**src/rtl/mem_stage.sv**
```systemverilog
// Purpose : MEM stage of the pipeline; issues data-memory accesses, registers MEM/WB.
// Latency : 1 cycle for ALU, bubble and misaligned ops; 2+N cycles for memory ops (N = ack wait cycles).
// Backpr. : stall holds all upstream pipeline registers while an aligned access is outstanding.
//
// Ports
//   clock, reset            single clock, synchronous active-low reset
//   i*  (EX/MEM)            instruction, PC, PC+4, branch target, control bits, ALU result,
//                           store data, destination register, valid
//   dmem_*                  data-memory request/write-enable/address/write-data out,
//                           read-data and one-cycle ack in
//   stall                   freeze request to the upstream pipeline registers
//   redirect, oTargetPC     taken branch/jump and its target
//   o*  (MEM/WB)            registered control, status and data for write-back
module mem_stage (
  input  logic        clock,
  input  logic        reset,

  input  logic [31:0] iInstr,
  input  logic [31:0] iPC,
  input  logic [31:0] iNPC1,
  input  logic [31:0] inextPCBranch,
  input  logic        iRegWrite,
  input  logic        iMemRead,
  input  logic        iMemWrite,
  input  logic        iMemToReg,
  input  logic        iBranch,
  input  logic        iinvertzero,
  input  logic        iJump,
  input  logic        iZero,
  input  logic [31:0] iResult,
  input  logic [31:0] iB,
  input  logic [4:0]  iwriteRegWire,
  input  logic        ivalid,

  output logic        dmem_req,
  output logic        dmem_we,
  output logic [31:0] dmem_addr,
  output logic [31:0] dmem_wdata,
  input  logic [31:0] dmem_rdata,
  input  logic        dmem_ack,

  output logic        stall,
  output logic        redirect,
  output logic [31:0] oTargetPC,

  output logic        oRegWrite,
  output logic        oMemToReg,
  output logic        ovalid,
  output logic        oAddrErr,
  output logic [31:0] oReadData,
  output logic [31:0] oResult,
  output logic [31:0] oInstr,
  output logic [31:0] oPC,
  output logic [4:0]  owriteRegWire
);

  typedef enum logic {
    IDLE   = 1'b0,
    ACCESS = 1'b1
  } stateT;

  // What the MEM/WB register loads on the coming edge.
  typedef enum logic [1:0] {
    WB_PASS    = 2'd0,  // non-memory or invalid entry straight from EX/MEM
    WB_BUBBLE  = 2'd1,  // access not finished yet
    WB_DONE    = 2'd2,  // access acknowledged this cycle
    WB_ADDRERR = 2'd3   // misaligned memory op, reported without touching memory
  } wbSelT;

  // EX/MEM fields captured when an access starts. Upstream may release its
  // registers on the ack cycle, so completion must not depend on live inputs.
  typedef struct packed {
    logic [31:0] instr;
    logic [31:0] pc;
    logic [31:0] result;
    logic [31:0] storeData;
    logic [4:0]  writeReg;
    logic        regWrite;
    logic        memToReg;
    logic        memWrite;
  } memFieldsT;

  stateT     state;
  stateT     nextState;
  wbSelT     wbSel;
  logic      latchEn;
  logic      memOp;
  logic      misaligned;
  memFieldsT inFields;
  memFieldsT held;

  // Only the region bits of PC+4 feed the jump target.
  logic      unusedNpcBits;
  assign unusedNpcBits = ^iNPC1[27:0];

  assign memOp      = ivalid & (iMemRead | iMemWrite);
  assign misaligned = (iResult[1:0] != 2'b00);

  always_comb begin
    inFields           = '0;
    inFields.instr     = iInstr;
    inFields.pc        = iPC;
    inFields.result    = iResult;
    inFields.storeData = iB;
    inFields.writeReg  = iwriteRegWire;
    inFields.regWrite  = iRegWrite;
    inFields.memToReg  = iMemToReg;
    inFields.memWrite  = iMemWrite;
  end

  // ---------------------------------------------------------------------------
  // FSM: state register
  // ---------------------------------------------------------------------------
  always_ff @(posedge clock) begin
    if (!reset) begin
      state <= IDLE;
    end else begin
      state <= nextState;
    end
  end

  // ---------------------------------------------------------------------------
  // FSM: next-state logic
  // ---------------------------------------------------------------------------
  always_comb begin
    nextState = state;
    case (state)
      IDLE: begin
        if (memOp && !misaligned) begin
          nextState = ACCESS;
        end
      end
      ACCESS: begin
        if (dmem_ack) begin
          nextState = IDLE;
        end
      end
      default: nextState = IDLE;
    endcase
  end

  // ---------------------------------------------------------------------------
  // FSM: outputs and datapath controls
  // ---------------------------------------------------------------------------
  always_comb begin
    stall    = 1'b0;
    dmem_req = 1'b0;
    latchEn  = 1'b0;
    wbSel    = WB_PASS;
    case (state)
      IDLE: begin
        // dmem_ack is deliberately not looked at here.
        if (memOp) begin
          if (misaligned) begin
            wbSel = WB_ADDRERR;
          end else begin
            // Hold EX/MEM for the capture edge; nothing retires yet.
            stall   = 1'b1;
            latchEn = 1'b1;
            wbSel   = WB_BUBBLE;
          end
        end
      end
      ACCESS: begin
        dmem_req = 1'b1;
        if (dmem_ack) begin
          // Release upstream in the same cycle so the pipe advances on this edge.
          wbSel = WB_DONE;
        end else begin
          stall = 1'b1;
          wbSel = WB_BUBBLE;
        end
      end
      default: begin
        stall    = 1'b0;
        dmem_req = 1'b0;
      end
    endcase
  end

  // ---------------------------------------------------------------------------
  // Access capture: address and store data stay put until the ack.
  // ---------------------------------------------------------------------------
  always_ff @(posedge clock) begin
    if (!reset) begin
      held <= '0;
    end else if (latchEn) begin
      held <= inFields;
    end
  end

  assign dmem_addr  = held.result;
  assign dmem_wdata = held.storeData;
  assign dmem_we    = dmem_req & held.memWrite;

  // ---------------------------------------------------------------------------
  // Control transfer resolution, straight from EX/MEM.
  // ---------------------------------------------------------------------------
  assign redirect  = ivalid & ~stall & ((iBranch & (iZero ^ iinvertzero)) | iJump);
  assign oTargetPC = iJump ? {iNPC1[31:28], iInstr[25:0], 2'b00} : inextPCBranch;

  // ---------------------------------------------------------------------------
  // MEM/WB register
  // ---------------------------------------------------------------------------
  always_ff @(posedge clock) begin
    if (!reset) begin
      oRegWrite     <= 1'b0;
      oMemToReg     <= 1'b0;
      ovalid        <= 1'b0;
      oAddrErr      <= 1'b0;
      oReadData     <= '0;
      oResult       <= '0;
      oInstr        <= '0;
      oPC           <= '0;
      owriteRegWire <= '0;
    end else begin
      case (wbSel)
        WB_PASS: begin
          oInstr        <= iInstr;
          oPC           <= iPC;
          oResult       <= iResult;
          owriteRegWire <= iwriteRegWire;
          oMemToReg     <= iMemToReg;
          // An invalid entry must never write the register file.
          oRegWrite     <= ivalid & iRegWrite;
          ovalid        <= ivalid;
          oAddrErr      <= 1'b0;
          oReadData     <= '0;
        end
        WB_ADDRERR: begin
          oInstr        <= iInstr;
          oPC           <= iPC;
          oResult       <= iResult;
          owriteRegWire <= iwriteRegWire;
          oMemToReg     <= iMemToReg;
          oRegWrite     <= 1'b0;
          ovalid        <= 1'b1;
          oAddrErr      <= 1'b1;
          oReadData     <= '0;
        end
        WB_DONE: begin
          oInstr        <= held.instr;
          oPC           <= held.pc;
          oResult       <= held.result;
          owriteRegWire <= held.writeReg;
          oMemToReg     <= held.memToReg;
          oRegWrite     <= held.regWrite;
          ovalid        <= 1'b1;
          oAddrErr      <= 1'b0;
          oReadData     <= held.memWrite ? 32'd0 : dmem_rdata;
        end
        default: begin
          // Bubble: data fields keep their old contents, only the
          // qualifiers are cleared.
          ovalid        <= 1'b0;
          oRegWrite     <= 1'b0;
          oAddrErr      <= 1'b0;
        end
      endcase
    end
  end

endmodule

```
**config.mk**
```make
export PLATFORM = sky130hd
export DESIGN_NAME = mem_stage
export DESIGN_NICKNAME = d
export VERILOG_FILES = /design/src/rtl/mem_stage.sv
export SDC_FILE = /design/constraint.sdc
export NUM_CORES = 1
export LEC_CHECK = 0
export CORE_AREA = 2 2 184 186
export DETAILED_ROUTE_END_ITERATION = 8
export DIE_AREA = 0 0 186 188
export PLACE_DENSITY_LB_ADDON = 0.2
export SYNTH_ARGS = -nofsm -noshare
export SYNTH_HDL_FRONTEND = slang
export SYNTH_SLANG_ARGS = --single-unit
```
**constraint.sdc**
```tcl
create_clock -name clock -period 1.96 [get_ports clock]
set_clock_uncertainty 0.15 [all_clocks]
set_input_delay 0.196 -clock clock [delete_from_list [all_inputs] [get_ports clock]]
set_output_delay 0.196 -clock clock [all_outputs]
set_load 0.02 [all_outputs]
```
==> results.py <==
metrics = {
    "clock_tree": {
        "clk_latency_ns": 0.50,
        "cts_buffers": 34,
        "root_buffer": "clkbuf_16",
        "path_clk_slew_ns": 0.06,
        "cts_tree": "done",
        "clockBufferDepth": 3,
        "htreeDepth": 2,
        "clkSinkCount": 274,
    },
    "die": {
        "fp.coreArea_mm2": 0.03311,
        "die_h_um": 188,
        "io_pins": 478,
        "rows": 67,
        "die_x_um": 186,
        "initial_core_util": 0.4155,
        "dieArea_mm2": 0.03497,
    },
    "power_and_ir_drop": {
        "ir_drop_mv": 0.6676,
        "power.share.clock": 0.412,
        "p_sw_frac": 0.2735,
        "p_comb_frac": 0.201,
        "p_leak_uw": 0.006587,
        "power_frac_seq": 0.387,
        "p_int_uw": 11520,
        "p_sw_uw": 4339,
        "power_density_mw_per_mm2": 796.5,
    },
    "global_routing": {
        "grt_pass1_wl_mm": 78.11,
        "first_global_vias": 13990,
        "grt_use_total": 0.2749,
        "antenna_found_initial": 2,
        "grt_max_degree": 77,
        "grt_remaining_overflow": 0,
    },
    "place": {
        "dpl.hpwl_mm": 31.87,
        "io_buffers": 449,
        "postPlaceCellArea_mm2": 0.01867,
        "gp_congestion": 0.7885,
        "post-place-ws_ns": -0.2850,
    },
    "worst_setup_path": {
        "crit_fanout": 5,
        "critical_path.endpoint_type": "output port",
        "crit_type": "reg2out",
        "setup.worst_path.start_class": "register",
        "cp.required_ns": 1.61,
        "worst_ep_arrival_time_ns": 1.57,
    },
    "drt": {
        "drt_iter0_drc": 1188,
        "wirelength_mm": 50.15,
        "via_per_inst": 6.253,
        "wire_per_inst_um": 21.49,
        "drtPass1Iterations": 5,
        "drc": 0,
        "routed-via-count": 14600,
        "postRouteAntennaNets": 0,
    },
    "logic_synthesis": {
        "ys_ff_latch": 274,
        "ys_types": 32,
        "synth_flop_cell": "dfxtp_1",
        "synth_area_mm2": 0.01376,
        "synthCells": 1551,
        "synth_fp_nets": 1792,
        "syn_avg_cell_area_um2": 8.871,
        "synth_edf_count": 0,
        "yosysMostFrequentCell": "dfxtp_1",
        "synth_top_cell_area_share": 0.3987,
        "synthTopCellsByArea": "dfxtp_1 (40%), nand4_1 (11%), o211ai_1 (10%)",
        "synthArstFlopShare": 0,
        "yosysWarningCount": 0,
        "synth_common_cells": "dfxtp_1 (274), nand4_1 (235), o211ai_1 (186)",
        "yosysSeqAreaShare": 0.3987,
        "yosys.area.top_type": "dfxtp_1",
    },
    "cells_and_area": {
        "drive_above_1_share": 0.1162,
        "area_growth_pct": 44.74,
        "fillerInstances": 2769,
        "nets": 2103,
        "design_area_mm2": 0.01992,
    },
    "hold_path": {
        "hold_path.class": "in2reg",
    },
    "timing": {
        "maxSlewViolCount": 0,
        "finalCriticalPeriod_ns": 1.917,
        "post-route-period-util": 0.9780,
        "setup_viol": 0,
        "hold_viol_final": 0,
        "rsz0062_at_grt": "no",
        "holdWs_ns": 0.1101,
        "tightest_slew_ns": 0.7761,
        "worst_slack_ns": 0.04318,
        "maxSlewHeadroom": 0.4826,
        "fmax_mhz": 521.7,
    },
    "run_status": {
        "status": "complete, no violations",
    },
    "run": {
        "max-cap-violations": 0,
    },
}
## what timing repair did
item | CTS | global route
endpoints found under the setup margin | 4 | 6
gates cloned | 1 | 0
buffers inserted | 1 | 0
endpoints found under the hold margin | 6 | 0
hold buffers | 1 | 0
resized for setup | 16 | 7
pin swaps | 1 | 0
## placed cells by master, fill, tap and decap left out, types with 2 or more instances in the layout
cell type,count
clkdlybuf4s50_1,440
dfxtp_1,273
nand4_1,235
o211ai_1,186
a21oi_1,138
o31ai_1,134
o21ai_0,103
o21a_1,102
buf_4,62
clkbuf_16,38
buf_12,35
a32o_1,32
mux2_2,30
o211ai_2,18
clkbuf_1,6
clkbuf_8,6
nand3_1,4
clkinv_2,4
and3_1,3
bufinv_16,3
buf_2,3
dlymetal6s2s_1,3
buf_6,3
diode_2,2
nor2b_1,2
nor2_4,2
or2_4,2
## layer usage
layer,share of wire,global-route usage,vias to the layer above
met4,0.032,0.1012,0
met2,0.47,0.4388,631
li1,-,-,6740
met5,0,0,-
met1,0.42,0.3602,7111
met3,0.084,0.06428,113
## cell type report
type	instances	area, um2	area share
Inverter	1	6.256	0.0003141
Antenna cell	2	5.005	0.0002513
Tap cell	448	560.5	0.02815
Sequential cell	274	5489	0.2756
Clock buffer	50	1056	0.05302
Multi-Input combinational cell	1001	6942	0.3486
Timing Repair Buffer	550	5738	0.2881
Clock inverter	8	118.9	0.005968
## power groups by stage
stage | Clock, uW | Sequential [uW] | Combinational, uW
2_1_floorplan | 0 | 6490 | 1260
3_3_place_gp | 0 | 6240 | 3120
3_5_place_dp | 0 | 6260 | 3160
4_1_cts | 6660 | 6140 | 3180
5_1_grt | 6910 | 6180 | 3370
6_report | 6530 | 6140 | 3190
## critical path, cell delays in order, from the launching register on
cell	delay (ns)
dfxtp_4	0.38
nand2b_4	0.16
o31ai_4	0.29
buf_2	0.24
## flip-flops by register name, summed over array words and instances, names as in the netlist
signal and count:
oResult 32, oRegWrite 1, dmem_addr 32, dmem_wdata 32, owriteRegWire 5, oInstr 32, ovalid 1, oPC 32
oAddrErr 1, held 72, oMemToReg 1, oReadData 32, state 1
## per-stage QoR
stage               utilization  cells  total power [uW]  TNS (ns)
finish                   0.6014   2334             15860         0
global route             0.6014   2333             16470         0
CTS                      0.6009   2332             15980         0
detailed placement       0.5638   2271              9413    -39.89
global placement         0.5638   2271              9360    -36.49
floorplan                     -   1551              7748         0
## logic make-up (layout without fill, tap and decap cells)
kind of cell	count (synthesis)	in the layout	synth area share
compound gates	714	714	0.3585
buf+inv	276	609	0.1015
flops	274	274	0.3987
other cells	0	2	0
xor+xnor	1	1	0.0006367
simple gates	256	256	0.1162
mux	30	30	0.02455
## path summary, 6_finish.rpt
| kind | start | endpoint | slack [ns] | depth (start not counted) |
|---|---|---|---|---|
| worst max-delay path | state | stall | 0.04 | 3 |
| worst min-delay path | iB[20] | dmem_wdata[20] | 0.11 | 3 |
| worst max register to register | state | oReadData[21] | 0.06 | 6 |
| worst min register to register | dmem_wdata[27] | dmem_wdata[27] | 0.32 | 2 |
No activity file was read; power rests on OpenSTA's default activity.
